File: src/rtl/parity_frame_rx_if.sv
// Bus bundle for the parity-protected serial frame receiver.
// Handshake: rx_valid is a one-cycle strobe with no ready/backpressure.
// The consumer must take rx_data, parity_err and frame_err on the cycle
// rx_valid is high; the receiver cannot be stalled. The three values then
// hold until the next completed frame.
interface parity_frame_rx_if #(
  parameter int DATA_W    = 10,
  parameter int ERR_CNT_W = 8
);
  logic                 rx_in;
  logic                 clr_count;
  logic [DATA_W-1:0]    rx_data;
  logic                 rx_valid;
  logic                 parity_err;
  logic                 frame_err;
  logic [ERR_CNT_W-1:0] err_count;
  logic                 busy;

  // Line and control side (pad / testbench).
  modport master (
    output rx_in,
    output clr_count,
    input  rx_data,
    input  rx_valid,
    input  parity_err,
    input  frame_err,
    input  err_count,
    input  busy
  );

  // Receiver side.
  modport slave (
    input  rx_in,
    input  clr_count,
    output rx_data,
    output rx_valid,
    output parity_err,
    output frame_err,
    output err_count,
    output busy
  );
endinterface

File: src/rtl/parity_frame_rx.sv
// Serial frame receiver: start bit, DATA_W data bits LSB-first, even-parity
// bit, stop bit. Presents the word with parity/stop error flags and keeps a
// saturating count of bad frames. The line is asynchronous and is brought in
// through a 2-FF synchroniser; all sampling is done on the synchronised value.
module parity_frame_rx #(
  parameter int DATA_W       = 10,
  parameter int CLKS_PER_BIT = 4,
  parameter int ERR_CNT_W    = 8
) (
  input  logic              clk,
  input  logic              rst,
  parity_frame_rx_if.slave  bus,
  output logic [2:0]        dbg_state
);

  typedef enum logic [2:0] {
    IDLE      = 3'd0,
    START     = 3'd1,
    DATA      = 3'd2,
    PARITY    = 3'd3,
    STOP      = 3'd4,
    WAIT_IDLE = 3'd5
  } state_t;

  localparam int TMR_W = (CLKS_PER_BIT > 2) ? $clog2(CLKS_PER_BIT) : 1;
  localparam int IDX_W = (DATA_W > 1) ? $clog2(DATA_W) : 1;

  // Timer terminal values: half a bit for the start-bit centre check, a full
  // bit period for every later sample.
  localparam logic [TMR_W-1:0]     HALF_LAST = TMR_W'(CLKS_PER_BIT / 2 - 1);
  localparam logic [TMR_W-1:0]     FULL_LAST = TMR_W'(CLKS_PER_BIT - 1);
  localparam logic [TMR_W-1:0]     TMR_ONE   = TMR_W'(1);
  localparam logic [IDX_W-1:0]     IDX_LAST  = IDX_W'(DATA_W - 1);
  localparam logic [IDX_W-1:0]     IDX_ONE   = IDX_W'(1);
  localparam logic [ERR_CNT_W-1:0] CNT_MAX   = {ERR_CNT_W{1'b1}};
  localparam logic [ERR_CNT_W-1:0] CNT_ONE   = ERR_CNT_W'(1);

  state_t               state;
  logic                 sync_1;
  logic                 rx_s;
  logic [TMR_W-1:0]     timer;
  logic [IDX_W-1:0]     bit_idx;
  logic [DATA_W-1:0]    shift;
  logic                 par_bit;

  logic [DATA_W-1:0]    rx_data_q;
  logic                 rx_valid_q;
  logic                 parity_err_q;
  logic                 frame_err_q;
  logic [ERR_CNT_W-1:0] err_count_q;

  logic                 stop_sample;
  logic                 parity_err_next;
  logic                 frame_err_next;

  // Two-flop synchroniser; resets to the idle (high) line level so a reset
  // never looks like a start bit.
  always_ff @(posedge clk or posedge rst) begin
    if (rst) begin
      sync_1 <= 1'b1;
      rx_s   <= 1'b1;
    end else begin
      sync_1 <= bus.rx_in;
      rx_s   <= sync_1;
    end
  end

  // Frame-completion terms, shared by the FSM outputs and the error counter.
  assign stop_sample     = (state == STOP) && (timer == FULL_LAST);
  assign parity_err_next = par_bit ^ (^shift);
  assign frame_err_next  = ~rx_s;

  // Receive FSM with bit timer, shift register and registered result outputs.
  always_ff @(posedge clk or posedge rst) begin
    if (rst) begin
      state        <= IDLE;
      timer        <= '0;
      bit_idx      <= '0;
      shift        <= '0;
      par_bit      <= 1'b0;
      rx_data_q    <= '0;
      rx_valid_q   <= 1'b0;
      parity_err_q <= 1'b0;
      frame_err_q  <= 1'b0;
    end else begin
      rx_valid_q <= 1'b0;
      case (state)
        IDLE: begin
          timer <= '0;
          if (!rx_s) begin
            state <= START;
          end
        end
        START: begin
          if (timer == HALF_LAST) begin
            timer   <= '0;
            bit_idx <= '0;
            // A line back high at mid-start is a glitch: drop it silently.
            state   <= rx_s ? IDLE : DATA;
          end else begin
            timer <= timer + TMR_ONE;
          end
        end
        DATA: begin
          if (timer == FULL_LAST) begin
            timer <= '0;
            // Shifting in from the top leaves the first bit in position 0.
            shift <= {rx_s, shift[DATA_W-1:1]};
            if (bit_idx == IDX_LAST) begin
              state <= PARITY;
            end else begin
              bit_idx <= bit_idx + IDX_ONE;
            end
          end else begin
            timer <= timer + TMR_ONE;
          end
        end
        PARITY: begin
          if (timer == FULL_LAST) begin
            timer   <= '0;
            par_bit <= rx_s;
            state   <= STOP;
          end else begin
            timer <= timer + TMR_ONE;
          end
        end
        STOP: begin
          if (timer == FULL_LAST) begin
            timer        <= '0;
            rx_valid_q   <= 1'b1;
            rx_data_q    <= shift;
            parity_err_q <= parity_err_next;
            frame_err_q  <= frame_err_next;
            // A low stop bit may be a line break; wait for the line to
            // return high before hunting for the next start bit.
            state        <= rx_s ? IDLE : WAIT_IDLE;
          end else begin
            timer <= timer + TMR_ONE;
          end
        end
        WAIT_IDLE: begin
          timer <= '0;
          if (rx_s) begin
            state <= IDLE;
          end
        end
        default: begin
          state <= IDLE;
        end
      endcase
    end
  end

  // Saturating bad-frame counter; a clear beats a same-cycle increment.
  always_ff @(posedge clk or posedge rst) begin
    if (rst) begin
      err_count_q <= '0;
    end else if (bus.clr_count) begin
      err_count_q <= '0;
    end else if (stop_sample && (parity_err_next || frame_err_next) &&
                 (err_count_q != CNT_MAX)) begin
      err_count_q <= err_count_q + CNT_ONE;
    end
  end

  assign bus.rx_data    = rx_data_q;
  assign bus.rx_valid   = rx_valid_q;
  assign bus.parity_err = parity_err_q;
  assign bus.frame_err  = frame_err_q;
  assign bus.err_count  = err_count_q;
  assign bus.busy       = (state != IDLE);
  assign dbg_state      = state;

endmodule
File: src/flat_wrapper.sv
// flat-port wrapper written by rule: the top's interface ports become plain ports
module parity_frame_rx_flat 
#(
  parameter int DATA_W       = 10,
  parameter int CLKS_PER_BIT = 4,
  parameter int ERR_CNT_W    = 8
)
  (clk, rst, dbg_state, bus_rx_in, bus_clr_count, bus_rx_data, bus_rx_valid, bus_parity_err, bus_frame_err, bus_err_count, bus_busy);
  parity_frame_rx_if #(.DATA_W(DATA_W), .ERR_CNT_W(ERR_CNT_W)) bus_i ();
  input  logic clk;
  input  logic rst;
  output logic [2:0] dbg_state;
  input wire logic [$bits(bus_i.rx_in)-1:0] bus_rx_in;
  input wire logic [$bits(bus_i.clr_count)-1:0] bus_clr_count;
  output wire logic [$bits(bus_i.rx_data)-1:0] bus_rx_data;
  output wire logic [$bits(bus_i.rx_valid)-1:0] bus_rx_valid;
  output wire logic [$bits(bus_i.parity_err)-1:0] bus_parity_err;
  output wire logic [$bits(bus_i.frame_err)-1:0] bus_frame_err;
  output wire logic [$bits(bus_i.err_count)-1:0] bus_err_count;
  output wire logic [$bits(bus_i.busy)-1:0] bus_busy;
  assign bus_i.rx_in = bus_rx_in;
  assign bus_i.clr_count = bus_clr_count;
  assign bus_rx_data = bus_i.rx_data;
  assign bus_rx_valid = bus_i.rx_valid;
  assign bus_parity_err = bus_i.parity_err;
  assign bus_frame_err = bus_i.frame_err;
  assign bus_err_count = bus_i.err_count;
  assign bus_busy = bus_i.busy;
  parity_frame_rx #(.DATA_W(DATA_W), .CLKS_PER_BIT(CLKS_PER_BIT), .ERR_CNT_W(ERR_CNT_W)) u_core (.clk(clk), .rst(rst), .bus(bus_i), .dbg_state(dbg_state));
endmodule
File: config.mk
export PLATFORM = sky130hd
export DESIGN_NAME = parity_frame_rx_flat
export DESIGN_NICKNAME = d
export VERILOG_FILES = /design/src/rtl/parity_frame_rx_if.sv /design/src/rtl/parity_frame_rx.sv /design/src/flat_wrapper.sv
export SDC_FILE = /design/constraint.sdc
export NUM_CORES = 1
export LEC_CHECK = 0
export ABC_AREA = 1
export BUFFER_PORTS_ARGS = -buffer_cell sky130_fd_sc_hd__buf_2
export CORE_ASPECT_RATIO = 0.75
export CORE_MARGIN = 2
export CORE_UTILIZATION = 39
export CTS_BUF_LIST = sky130_fd_sc_hd__clkbuf_4 sky130_fd_sc_hd__clkbuf_8 sky130_fd_sc_hd__clkbuf_16
export CTS_CLUSTER_SIZE = 16
export DETAILED_ROUTE_END_ITERATION = 16
export GPL_ROUTABILITY_DRIVEN = 1
export SETUP_SLACK_MARGIN = 0.1
export SLEW_MARGIN = 5
export SYNTH_ARGS = -nofsm -noshare
export SYNTH_HDL_FRONTEND = slang
export SYNTH_SLANG_ARGS = --single-unit
File: constraint.sdc
create_clock -name clk -period 1.9 [get_ports clk]
set_clock_uncertainty 0.05 [all_clocks]
set_input_delay 0.285 -clock clk [delete_from_list [all_inputs] [get_ports clk]]
set_output_delay 0.285 -clock clk [all_outputs]
set_load 0.02 [all_outputs]
### Yosys cells after proc, flatten, opt, wreduce, memory -nomap -nowiden

Cells that the tools add are included.

* register bits after elaboration: 43
* input port bits: 4
* output and inout port bits: 25

* $add $sub $neg: 3
* equality and inequality tests: 17
* multiplexer cells: 21
* bitwise gates (word level): 2
* reduce and logical (&&, ||, !) cells: 17

Operators by type and width (count)
* $mux 3: 8
* $pmux 3 s6: 1
* $mux 8: 2
* $mux 4: 3
* $ne 2x1->1 const B: 5
* $reduce_xor 10->1: 1
* $add 8x1->8 const B: 1
* $ne 8x8->1 const B: 1
* $pmux 4 s2: 1
* $reduce_and 7->1: 1
* $eq 3x2->1 const B: 2
* $eq 3x3->1 const B: 2
* $mux 2: 3
* $ne 2x2->1 const B: 3
* $pmux 2 s3: 1
* $reduce_and 2->1: 3
* $reduce_bool 3->1: 2
* $add 4x1->4 const B: 1
* $eq 4x4->1 const B: 1
* $reduce_and 4->1: 1
* $reduce_bool 2->1: 2
* $eq 3x1->1 const B: 1
* $logic_and 1x1->1: 3
* $logic_not 3->1: 1
* 9 further kinds: 10

### Depth between registers and ports, before layout

Gate-level depths: netlist of the first run.

* depth in word-level cells: 7
* depth in mapped cells: 13

### Worst setup path before layout of the first run

OpenSTA, ideal clock, no wires.

* path kind: reg2reg
* start: register u_core.err_count_q[0], in the netlist u_core.bus.err_count[0]
* end: register u_core.err_count_q[6], in the netlist u_core.bus.err_count[6]
* setup time: 66 ps
* data arrival time: 1559 ps
* required time: 1784 ps
* setup slack: 225 ps
* cell stages (with the launch flop): 8
* path buffers: 0
* clock period less this slack: 1675 ps
* cells stage by stage: dfrtp_1 ha_1 nand2_1 nor3b_2 nand3_1 nand3_2 nand3_1 nand2_1

* word-level cells in the longest chain between the ends: 3

RTL lines
* start: declaration: RTL line parity_frame_rx.sv:50 `logic [ERR_CNT_W-1:0] err_count_q;`
* start signal: assignment: RTL line parity_frame_rx.sv:162 `err_count_q <= err_count_q + CNT_ONE;`
* $add 8x1->8 or $ne 8x8->1 (tied branches): RTL line parity_frame_rx.sv:162, parity_frame_rx.sv:161
* $mux 8 or $logic_and 1x1->1 (tied branches): RTL line parity_frame_rx.sv:160 `end else if (stop_sample && (parity_err_next || frame_err_next) &&`
* $mux 8 or $reduce_bool 2->1 (tied branches)

Parallel ways exist; a longest one is shown, timed or not. The select of a mux whose other input is x is not followed.
A chain may end at the register's enable or synchronous reset.

### Worst setup path in the final report of the first run

* start: register u_core.state[0], in the netlist u_core.dbg_state[0]
* end: register u_core.rx_data_q[9], in the netlist u_core.bus.rx_data[9]

* word-level cells in the longest chain between the ends: 2

RTL lines
* start: declaration: RTL line parity_frame_rx.sv:38 `state_t state;`
* start signal: assignment: RTL line parity_frame_rx.sv:99 `state <= rx_s ? IDLE : DATA;`
* start signal: assignment: RTL line parity_frame_rx.sv:136 `state <= rx_s ? IDLE : WAIT_IDLE;`
* $eq 3x3->1: RTL line parity_frame_rx.sv:87 `case (state)`
* $reduce_and 2->1 (no source line)
* end signal: assignment: RTL line parity_frame_rx.sv:131 `rx_data_q <= shift;`
* end: declaration: RTL line parity_frame_rx.sv:46 `logic [DATA_W-1:0] rx_data_q;`

Every way passes these cells.

==> impl_metrics.sql, run 1 <==
INSERT INTO impl_metrics (metric_group, metric, value, unit) VALUES
('die', 'area_of_the_die', '0.00643', 'mm^2'),
('pwr', 'pwrdens', '1020', 'mW/mm^2'),
('drt', 'post_drt_via_cell_ratio', '4.71', ''),
('worst_setup_path', 'crit_required', '2.03', 'ns'),
('sta', 'final_max_slew_viol_count', '0', ''),
('drt', 'drt_iter0_drc', '103', ''),
('placed_design', 'routabilityCongestion', '0.760', ''),
('drt', 'drt_first_pass_iters', '4', ''),
('drt', 'routed-via-count', '1840', ''),
('finish', 'final_layout_size_suffix_gt1_share', '20.3', '%'),
('logic_synthesis', 'synth_enable_flop_cells', '0', ''),
('logic_synthesis', 'synth-seq-cells', '43', ''),
('logic_synthesis', 'synth_mux_area_share', '1.49', '%'),
('worst_setup_path', 'crit_arrival', '1.77', 'ns'),
('logic_synthesis', 'synth-warning-count', '0', ''),
('die', 'fp-row-count', '23', ''),
('sta', 'relative_slew_slack', '69.4', '%'),
('clock_network', 'clock_insertion_delay_worst_skew', '0.29', 'ns'),
('logic_synthesis', 'synth_simple_gate_area_share', '28.7', '%'),
('sta', 'setup-violations-final', '0', ''),
('worst_setup_path', 'worst_setup_path_end_kind', 'flop', ''),
('logic_synthesis', 'synth-xor-area-share', '3.10', '%'),
('drt', 'drt_drc_violations_left', '0', ''),
('min_path', 'worst_hold_check_path_type', 'primary input to flop', ''),
('placed_design', 'hpwl', '3.29', 'mm'),
('sta', 'finalWorstSetupSlack', '0.255', 'ns'),
('logic_synthesis', 'synth_compound_area_share', '9.13', '%'),
('logic_synthesis', 'synth_area_per_cell', '8.17', 'um^2'),
('worst_setup_path', 'setup.worst_path.start_class', 'flop', ''),
('clock_network', 'clock-sinks', '43', ''),
('logic_synthesis', 'combinational_family_with_the_most_area_after_synthesis', 'simple AND/OR/NAND/NOR gates', ''),
('logic_synthesis', 'synth_fa_ha_area_share', '3.32', '%'),
('sta', 'rsz0062_at_grt', 'yes', ''),
('clock_network', 'worst_setup_hold_path_clk_slew', '0.08', 'ns'),
('finish', 'fillers', '558', ''),
('logic_synthesis', 'postSynth.asyncResetShare', '100', '%'),
('finish', 'num_antenna_cells', '0', ''),
('global_routing', 'track_usage', '15.3', '%'),
('drt', 'detail-route-antenna-nets', '0', ''),
('worst_setup_path', 'path_class', 'flop to flop', ''),
('clock_network', 'tritoncts', 'done', ''),
('drt', 'drt_wl_total', '4.42', 'mm'),
('placed_design', 'placement.io_buffers', '28', ''),
('finish', 'area.growth.synth_to_final', '18.0', '%'),
('global_routing', 'vias_in_the_first_global_route', '1734', ''),
('logic_synthesis', 'synth_nets', '287', ''),
('min_path', 'hold_depth', '1', ''),
('worst_setup_path', 'cp_max_fo', '8', ''),
('status', 'status', 'finished, final reports clean', ''),
('job', 'maxCapViolCount', '0', ''),
('finish', 'finalNetCount', '325', ''),
('logic_synthesis', 'synth-seq-area-share', '47.7', '%'),
('die', 'chipHeight', '70.0', 'um'),
('logic_synthesis', 'synthesis.area', '0.00226', 'mm^2'),
('pwr', 'final_total_pwr', '2.71', 'mW'),
('clock_network', 'cts-htree-levels', '2', ''),
('clock_network', 'clk_path_buf_depth', '2', ''),
('sta', 'max_slew.worst_pin.slew', '0.457', 'ns'),
('sta', 'min_period_over_period', '86.6', '%'),
('drt', 'wl_per_cell', '11.3', 'um'),
('sta', 'worst_hold_slack', '0.0425', 'ns'),
('placed_design', 'pre_cts_slack', '0.0812', 'ns'),
('global_routing', 'antenna_found_initial', '0', ''),
('die', 'core_area', '0.00547', 'mm^2'),
('global_routing', 'grt_first_pass_wirelength', '7.99', 'mm'),
('global_routing', 'grt_max_degree', '34', ''),
('worst_setup_path', 'r2r_cells', '5', ''),
('logic_synthesis', 'post_synth_num_cell_types', '28', ''),
('pwr', 'peakVddDrop', '589', 'uV'),
('die', 'floorplan.initialDensity', '41.4', '%'),
('sta', 'achievable-frequency', '608', 'MHz'),
('pwr', 'leakage', '1.43', 'nW'),
('die', 'boundaryPins', '29', ''),
('sta', 'hold_viol', '0', ''),
('clock_network', 'ctsRootBufferMaster', 'sky130_fd_sc_hd__clkbuf_8', ''),
('sta', 'final.setup.tns', '0', 'ns'),
('global_routing', 'overflow_after_grt', '0', ''),
('clock_network', 'tritoncts.num_buffers', '5', ''),
('die', 'die_width', '91.9', 'um'),
('logic_synthesis', 'syn-instance-count', '277', ''),
('sta', 'fin_crit', '1.65', 'ns'),
('logic_synthesis', 'ys.flop_type', 'sky130_fd_sc_hd__dfrtp_1', '');
==> cells by family after synthesis <==
family,after synthesis
and+or+nand+nor,143
DFF,43
buffers and inverters,38
AOI/OAI and AO/OA,36
xor gates and xnor gates,8
adders and majority gates,6
muxes,3
==> cell type report <==
| type | count | area, um^2 | share of cell area (%) |
|---|---|---|---|
| flip-flops and latches | 43 | 1080 | 40.5 |
| multi-input cells | 196 | 1070 | 40.0 |
| repair buffers | 36 | 215 | 8.06 |
| inverters | 33 | 124 | 4.64 |
| well taps | 75 | 93.8 | 3.52 |
| clock buffers | 5 | 68.8 | 2.58 |
| clock inverters | 3 | 20.0 | 0.750 |
==> layout by cell type, fill, tap and decap left out <==
| cell | n |
|---|---|
| sky130_fd_sc_hd__o21a_1 | 8 |
| sky130_fd_sc_hd__o21ai_0 | 18 |
| sky130_fd_sc_hd__clkbuf_8 | 5 |
| sky130_fd_sc_hd__dlygate4sd3_1 | 1 |
| sky130_fd_sc_hd__o21ai_1 | 1 |
| sky130_fd_sc_hd__nand4_1 | 8 |
| sky130_fd_sc_hd__nand3_2 | 2 |
| sky130_fd_sc_hd__nor3b_4 | 1 |
| sky130_fd_sc_hd__o22ai_1 | 3 |
| sky130_fd_sc_hd__a21o_1 | 1 |
| sky130_fd_sc_hd__nor3_2 | 1 |
| sky130_fd_sc_hd__nand2_2 | 3 |
| sky130_fd_sc_hd__xor2_1 | 7 |
| sky130_fd_sc_hd__dfrtp_1 | 40 |
| sky130_fd_sc_hd__a21oi_1 | 5 |
| sky130_fd_sc_hd__xnor2_1 | 1 |
| sky130_fd_sc_hd__nor3_4 | 1 |
| sky130_fd_sc_hd__buf_4 | 6 |
| sky130_fd_sc_hd__buf_2 | 28 |
| sky130_fd_sc_hd__inv_1 | 30 |
| sky130_fd_sc_hd__nand2_1 | 89 |
| sky130_fd_sc_hd__dfrtp_2 | 1 |
| sky130_fd_sc_hd__nand3b_1 | 1 |
| sky130_fd_sc_hd__buf_12 | 1 |
| sky130_fd_sc_hd__mux2_2 | 3 |
| sky130_fd_sc_hd__nor2_4 | 1 |
| sky130_fd_sc_hd__nor2_2 | 2 |
| sky130_fd_sc_hd__dfstp_2 | 2 |
| sky130_fd_sc_hd__ha_1 | 6 |
| sky130_fd_sc_hd__nand3_4 | 2 |
| sky130_fd_sc_hd__inv_2 | 2 |
| sky130_fd_sc_hd__clkinv_2 | 1 |
| sky130_fd_sc_hd__nand3_1 | 22 |
| sky130_fd_sc_hd__clkinvlp_4 | 2 |
| sky130_fd_sc_hd__nor2_1 | 10 |
| sky130_fd_sc_hd__clkinv_1 | 1 |
==> state kept, by name, summed over array words and instances (netlist names), 2 cells and up <==
register	flops
u_core.timer	2
u_core.shift	10
u_core.bus.rx_data	10
u_core.dbg_state	3
u_core.bus.err_count	8
u_core.bit_idx	4
==> per-layer routing <==
metal	global-route usage [%]	vias to the layer above	routed length, um	part of all wire [%]
met4	3.48	0	17	0.38
li1	-	970	-	-
met3	4.10	2	182	4.1
met2	23.6	39	1890	43
met5	0	-	0	0
met1	21.5	829	2340	53
==> power by group <==
| part | internal, mW | leakage [nW] | switching [mW] |
|---|---|---|---|
| Clock | 0.256 | 0.0402 | 0.324 |
| Combinational | 0.361 | 0.809 | 0.628 |
| Sequential | 1.04 | 0.582 | 0.105 |
==> cell usage after synthesis, types with 2 or more instances <==
master	instances	area share [%]
sky130_fd_sc_hd__dfrtp_1	41	45
sky130_fd_sc_hd__a21oi_1	5	1.1
sky130_fd_sc_hd__o22ai_1	3	0.83
sky130_fd_sc_hd__nand3_1	23	5.1
sky130_fd_sc_hd__nor2_2	3	0.83
sky130_fd_sc_hd__buf_2	3	0.66
sky130_fd_sc_hd__nand4_1	8	2.2
sky130_fd_sc_hd__xor2_1	7	2.7
sky130_fd_sc_hd__o21ai_0	18	4.0
sky130_fd_sc_hd__dfstp_2	2	2.3
sky130_fd_sc_hd__inv_1	31	5.1
sky130_fd_sc_hd__ha_1	6	3.3
sky130_fd_sc_hd__nand2_2	2	0.55
sky130_fd_sc_hd__nand3_2	3	1.3
sky130_fd_sc_hd__nand2_1	90	15
sky130_fd_sc_hd__inv_2	2	0.33
sky130_fd_sc_hd__mux2_2	3	1.5
sky130_fd_sc_hd__o21a_1	8	2.7
sky130_fd_sc_hd__nor2_1	10	1.7
==> critical path, cell delays in order, from the launching register on <==
cell                      delay (ns)
sky130_fd_sc_hd__dfrtp_1        0.43
sky130_fd_sc_hd__nor2_1         0.18
sky130_fd_sc_hd__nand2_1        0.16
sky130_fd_sc_hd__nor2_4         0.19
sky130_fd_sc_hd__buf_4          0.19
sky130_fd_sc_hd__mux2_2         0.33
==> stage by stage <==
stage,area (um^2),instances,util (%)
finish,2670,391,48.8
global route,2670,391,48.8
CTS,2640,391,48.3
detailed placement,2530,382,46.4
global placement,2530,382,46.4
floorplan,2260,277,-
==> path summary, 6_finish.rpt <==
path	start	slack, ns	end
max	u_core.dbg_state[0]	0.25	u_core.bus.rx_data[9]
min	bus_rx_in	0.04	u_core.sync_1
max reg2reg	u_core.dbg_state[0]	0.25	u_core.bus.rx_data[9]
min reg2reg	u_core.sync_1	0.30	u_core.rx_s
max in group asynchronous	rst	0.81	u_core.sync_1
min in group asynchronous	rst	0.43	u_core.bus.err_count[2]
==> timing repair <==
action | 4_1_cts | 5_1_grt
buffers inserted | 0 | 0
endpoints found under the setup margin | 8 | 8
hold endpoints to repair | 10 | 0
hold buffers | 1 | 0
gates cloned | 0 | 0
resized for setup | 1 | 6
Note: power is estimated with default switching activity, not from simulation.
==> run 2: changes to the inputs <==
clock period = 1.5 ns   (was 1.9 ns; I/O delays follow)
==> impl_metrics.sql, run 2 (synthesis gave the netlist of run 1 again) <==
INSERT INTO impl_metrics (metric_group, metric, value, unit) VALUES
('finish', 'final_layout_size_suffix_gt1_share', '48.6', '%'),
('pwr', 'peakVddDrop', '1140', 'uV'),
('min_path', 'worst_hold_check_path_type', 'flop to flop', ''),
('finish', 'finalNonFillerCells', '456', ''),
('drt', 'drt_wl_total', '5.36', 'mm'),
('sta', 'max_slew.worst_pin.slew', '0.579', 'ns'),
('finish', 'layout.cells.most_common_list', 'sky130_fd_sc_hd__nand2_1, sky130_fd_sc_hd__buf_4, sky130_fd_sc_hd__dfrtp_1', ''),
('clock_network', 'ctsRootBufferMaster', 'sky130_fd_sc_hd__clkbuf_8', ''),
('drt', 'routed-via-count', '2170', ''),
('placed_design', 'placement.io_buffers', '28', ''),
('sta', 'relative_slew_slack', '61.4', '%'),
('sta', 'worst_hold_slack', '0.315', 'ns'),
('global_routing', 'grt_first_pass_wirelength', '9.06', 'mm'),
('sta', 'rsz0062_at_grt', 'yes', ''),
('drt', 'drt_iter0_drc', '60', ''),
('finish', 'finalNetCount', '390', ''),
('worst_setup_path', 'cp_max_fo', '6', ''),
('worst_setup_path', 'reg_to_reg_startpoint', 'u_core.dbg_state[2]', ''),
('die', 'die_width', '91.9', 'um'),
('worst_setup_path', 'timing.critical_path.cells', 'nor3_4 -> nand2_2 -> nand2_1 -> nand3_2 -> inv_2 -> nand2_2 -> o22ai_1 -> a21oi_1', ''),
('die', 'boundaryPins', '29', ''),
('worst_setup_path', 'cp_common_cell', 'sky130_fd_sc_hd__nand2_2', ''),
('drt', 'detail-route-antenna-nets', '0', ''),
('global_routing', 'grt_max_degree', '44', ''),
('pwr', 'leakage', '1.83', 'nW'),
('global_routing', 'antenna_found_initial', '0', ''),
('worst_setup_path', 'critical_path.startpoint', 'u_core.dbg_state[2]', ''),
('placed_design', 'routabilityCongestion', '0.831', ''),
('placed_design', 'pre_cts_slack', '-0.116', 'ns'),
('worst_setup_path', 'setup.worst_path.start_class', 'flop', ''),
('placed_design', 'number_of_cells_in_the_design_after_placement', '414', ''),
('die', 'floorplan.initialDensity', '41.4', '%'),
('clock_network', 'worst_setup_hold_path_clk_slew', '0.08', 'ns'),
('sta', 'min_period_over_period', '103', '%'),
('sta', 'final_max_slew_viol_count', '0', ''),
('clock_network', 'clock_insertion_delay_worst_skew', '0.30', 'ns'),
('finish', 'multi_input_area', '0.00127', 'mm^2'),
('clock_network', 'cts-htree-levels', '2', ''),
('status', 'status', 'finished, violations left', ''),
('finish', 'area.growth.synth_to_final', '54.2', '%'),
('worst_setup_path', 'crit_required', '1.64', 'ns'),
('worst_setup_path', 'crit_arrival', '1.69', 'ns'),
('worst_setup_path', 'slowest_stage', 'sky130_fd_sc_hd__dfrtp_2', ''),
('clock_network', 'clock-sinks', '43', ''),
('global_routing', 'vias_in_the_first_global_route', '2085', ''),
('min_path', 'hold_path.startpoint', 'u_core.sync_1', ''),
('sta', 'final.setup.tns', '-0.367', 'ns'),
('worst_setup_path', 'max_stage_delay', '0.47', 'ns'),
('status', 'violations_in_the_final_reports', 'setup timing', ''),
('global_routing', 'overflow_after_grt', '0', ''),
('sta', 'finalWorstSetupSlack', '-0.0507', 'ns'),
('sta', 'hold_viol', '0', ''),
('placed_design', 'hpwl', '3.40', 'mm'),
('finish', 'sequential_cell_area', '0.00108', 'mm^2'),
('sta', 'setup-violations-final', '15', ''),
('die', 'core_area', '0.00547', 'mm^2'),
('job', 'maxCapViolCount', '0', ''),
('sta', 'achievable-frequency', '645', 'MHz'),
('worst_setup_path', 'worst_setup_path_end_kind', 'flop', ''),
('drt', 'post_drt_via_cell_ratio', '4.76', ''),
('die', 'chipHeight', '70.0', 'um'),
('finish', 'fillers', '467', ''),
('drt', 'drt_first_pass_iters', '6', ''),
('worst_setup_path', 'path_class', 'flop to flop', ''),
('die', 'area_of_the_die', '0.00643', 'mm^2'),
('drt', 'wl_per_cell', '11.8', 'um'),
('finish', 'layout.cells.most_common', 'sky130_fd_sc_hd__nand2_1', ''),
('global_routing', 'track_usage', '17.1', '%'),
('pwr', 'final_total_pwr', '4.50', 'mW'),
('clock_network', 'clk_path_buf_depth', '2', ''),
('pwr', 'pwrdens', '1290', 'mW/mm^2'),
('finish', 'num_antenna_cells', '0', ''),
('clock_network', 'tritoncts.num_buffers', '5', ''),
('clock_network', 'tritoncts', 'done', ''),
('die', 'fp-row-count', '23', ''),
('drt', 'drt_drc_violations_left', '0', ''),
('sta', 'fin_crit', '1.55', 'ns');
## run 2: per-stage QoR
step                utilization, %  area, um^2
CTS                           60.6        3310
floorplan                        -        2290
finish                        63.8        3490
detailed placement            51.2        2800
global placement              51.2        2800
global route                  63.8        3490
## run 2: path summary, 6_finish.rpt
check,end,slack [ns],cells after the start
max reg2reg,u_core.bit_idx[2],-0.05,8
max,u_core.bit_idx[2],-0.05,8
min,u_core.rx_s,0.32,0
max in group asynchronous,u_core.sync_1,0.68,4
min reg2reg,u_core.rx_s,0.32,0
min in group asynchronous,u_core.bus.rx_data[7],0.45,4
## run 2: cell type report
| class | instances | share of cell area, % |
|---|---|---|
| Multi-Input combinational cell | 196 | 36.4 |
| Clock buffer | 6 | 2.19 |
| Clock inverter | 2 | 1.72 |
| Sequential cell | 43 | 31.1 |
| Tap cell | 75 | 2.69 |
| Inverter | 33 | 3.62 |
| Timing Repair Buffer | 101 | 22.3 |
## run 2: what timing repair did
action,CTS,global route
gates cloned,1,0
pin swaps,16,15
hold endpoints to repair,42,0
setup endpoints to repair,37,39
resized for setup,51,34
hold buffers,2,0
setup buffers,23,9
## run 2: worst max-delay path: cells and delay by family, from the launching register on
family / cells / cell delay (ns)
DFF: 1 / 0.47
buffers and inverters: 1 / 0.11
and+or+nand+nor: 5 / 0.64
AOI/OAI and AO/OA: 2 / 0.16
## run 2: where the power goes
part           total [mW]  internal [mW]  switching [mW]
Clock                1.09          0.684           0.405
Sequential           1.46           1.32           0.146
Combinational        1.95          0.887            1.06
## run 2: routing by layer
| layer | up-vias | routed length [um] | GRT usage, % |
|---|---|---|---|
| met5 | - | 0 | 0 |
| met1 | 1020 | 2500 | 22.1 |
| met4 | 0 | 119 | 5.31 |
| li1 | 1103 | - | - |
| met2 | 33 | 2570 | 28.8 |
| met3 | 14 | 173 | 3.78 |
==> run 3: changes to the inputs <==
clock period = 1.7 ns   (was 1.5 ns; I/O delays follow)
==> impl_metrics.sql, run 3 (synthesis gave the netlist of run 1 again) <==
INSERT INTO impl_metrics (metric_group, metric, value, unit) VALUES
('global_routing', 'vias_in_the_first_global_route', '1783', ''),
('worst_setup_path', 'crit_arrival', '1.26', 'ns'),
('worst_setup_path', 'reg2reg_to', 'u_core.bus.err_count[2]', ''),
('global_routing', 'grt_max_degree', '31', ''),
('drt', 'drt_first_pass_iters', '4', ''),
('worst_setup_path', 'path_class', 'flop to output pin', ''),
('clock_network', 'clk_path_buf_depth', '2', ''),
('clock_network', 'worst_setup_hold_path_clk_slew', '0.08', 'ns'),
('finish', 'layout.cells.most_common_list', 'sky130_fd_sc_hd__nand2_1, sky130_fd_sc_hd__dfrtp_1, sky130_fd_sc_hd__buf_2', ''),
('worst_setup_path', 'worst-path-stages', '4', ''),
('worst_setup_path', 'timing.critical_path.cells', 'nor2_2 -> buf_4 -> nand2_1 -> buf_2', ''),
('die', 'fp-row-count', '23', ''),
('global_routing', 'grt_first_pass_wirelength', '7.87', 'mm'),
('worst_setup_path', 'setup.worst_path.start_class', 'flop', ''),
('worst_setup_path', 'reg_to_reg_startpoint', 'u_core.shift[5]', ''),
('placed_design', 'hpwl', '3.24', 'mm'),
('finish', 'layout.cells.most_common', 'sky130_fd_sc_hd__nand2_1', ''),
('worst_setup_path', 'cp_max_fo', '5', ''),
('worst_setup_path', 'critical_path.startpoint', 'u_core.dbg_state[0]', ''),
('drt', 'drt_iter0_drc', '95', ''),
('placed_design', 'placement.io_buffers', '28', ''),
('sta', 'rsz0062_at_grt', 'yes', ''),
('die', 'area_of_the_die', '0.00643', 'mm^2'),
('finish', 'finalNetCount', '343', ''),
('pwr', 'final_total_pwr', '3.36', 'mW'),
('placed_design', 'routabilityCongestion', '0.756', ''),
('sta', 'achievable-frequency', '640', 'MHz'),
('die', 'boundaryPins', '29', ''),
('sta', 'relative_slew_slack', '60.7', '%'),
('worst_setup_path', 'timing.reg2reg.setup_slack', '0.14', 'ns'),
('sta', 'max_slew.worst_pin.slew', '0.586', 'ns'),
('min_path', 'worst_hold_check_path_type', 'flop to flop', ''),
('pwr', 'leakage', '1.52', 'nW'),
('die', 'floorplan.initialDensity', '41.4', '%'),
('drt', 'detail-route-antenna-nets', '0', ''),
('clock_network', 'ctsRootBufferMaster', 'sky130_fd_sc_hd__clkbuf_8', ''),
('die', 'core_area', '0.00547', 'mm^2'),
('drt', 'drt_drc_violations_left', '0', ''),
('global_routing', 'antenna_found_initial', '0', ''),
('worst_setup_path', 'endpoint', 'bus_busy', ''),
('job', 'maxCapViolCount', '0', ''),
('worst_setup_path', 'worst_setup_path_end_kind', 'output pin', ''),
('drt', 'drt_wl_total', '4.71', 'mm'),
('clock_network', 'clock_insertion_delay_worst_skew', '0.30', 'ns'),
('worst_setup_path', 'max_stage_delay', '0.46', 'ns'),
('global_routing', 'overflow_after_grt', '0', ''),
('pwr', 'pwrdens', '1160', 'mW/mm^2'),
('clock_network', 'tritoncts.num_buffers', '5', ''),
('sta', 'min_period_over_period', '92.0', '%'),
('worst_setup_path', 'crit_required', '1.39', 'ns'),
('clock_network', 'tritoncts', 'done', ''),
('worst_setup_path', 'critical_path_buf_inv_count', '2', ''),
('global_routing', 'track_usage', '15.1', '%'),
('drt', 'routed-via-count', '1940', ''),
('die', 'die_width', '91.9', 'um'),
('status', 'status', 'finished, final reports clean', ''),
('sta', 'hold_viol', '0', ''),
('worst_setup_path', 'r2r_cells', '12', ''),
('sta', 'final_max_slew_viol_count', '0', ''),
('die', 'chipHeight', '70.0', 'um'),
('finish', 'final_layout_size_suffix_gt1_share', '33.8', '%'),
('sta', 'finalWorstSetupSlack', '0.136', 'ns'),
('sta', 'fin_crit', '1.56', 'ns'),
('finish', 'num_antenna_cells', '0', ''),
('drt', 'wl_per_cell', '11.5', 'um'),
('clock_network', 'clock-sinks', '43', ''),
('placed_design', 'pre_cts_slack', '0.0543', 'ns'),
('pwr', 'peakVddDrop', '707', 'uV'),
('drt', 'post_drt_via_cell_ratio', '4.74', ''),
('sta', 'setup-violations-final', '0', ''),
('worst_setup_path', 'critical_path.top_delay_family', 'flip-flops', ''),
('finish', 'fillers', '537', ''),
('worst_setup_path', 'slowest_stage', 'sky130_fd_sc_hd__dfrtp_2', ''),
('finish', 'area.growth.synth_to_final', '28.3', '%'),
('clock_network', 'cts-htree-levels', '2', '');
-- run 3: per-stage QoR --
| step | instances | hold slack [ns] | utilization (%) | area [um^2] | TNS, ns |
|---|---|---|---|---|---|
| 3_5_place_dp | 385 | 0.222 | 46.9 | 2570 | 0 |
| 6_report | 409 | 0.308 | 53.1 | 2900 | 0 |
| 5_1_grt | 409 | 0.319 | 53.1 | 2900 | -0.00779 |
| 3_3_place_gp | 385 | 0.216 | 46.9 | 2570 | 0 |
| 2_1_floorplan | 277 | 0.209 | - | 2270 | 0 |
| 4_1_cts | 396 | 0.309 | 49.7 | 2720 | 0 |
-- run 3: final cells by class --
class | instances | area [um^2] | share of cell area, %
inverter | 33 | 124 | 4.27
clock inverter | 2 | 35.0 | 1.21
multi-input combinational | 196 | 1130 | 38.8
tap | 75 | 93.8 | 3.23
timing repair buffer | 54 | 357 | 12.3
sequential | 43 | 1080 | 37.3
clock buffer | 6 | 82.6 | 2.84
-- run 3: repair_timing --
item	CTS	global route
pin swaps	1	10
hold endpoints to repair	14	0
resized for setup	2	34
hold buffers	2	0
buffers inserted	1	13
endpoints found under the setup margin	16	26
-- run 3: worst min path at each step --
stage / start / endpoint / slack, ns / cells past startpoint
3_5_place_dp: rst / u_core.bus.err_count[2] / 0.22 / 2
6_report: u_core.sync_1 / u_core.rx_s / 0.31 / 0
2_1_floorplan: bus_rx_in / u_core.sync_1 / 0.21 / 0
3_3_place_gp: rst / u_core.bus.err_count[2] / 0.22 / 2
5_1_grt: u_core.sync_1 / u_core.rx_s / 0.32 / 0
4_1_cts: u_core.sync_1 / u_core.rx_s / 0.31 / 0
-- run 3: metal layers --
layer / global-route usage, % / up-vias / routed length, um
li1: - / 1007 / -
met1: 20.7 / 885 / 2420
met2: 23.3 / 40 / 2020
met3: 3.56 / 8 / 206
met4: 5.64 / 0 / 72
met5: 0 / - / 0
-- run 3: power by group --
group / switching, mW / internal [mW]
Combinational: 0.756 / 0.472
Clock: 0.366 / 0.476
Sequential: 0.133 / 1.16
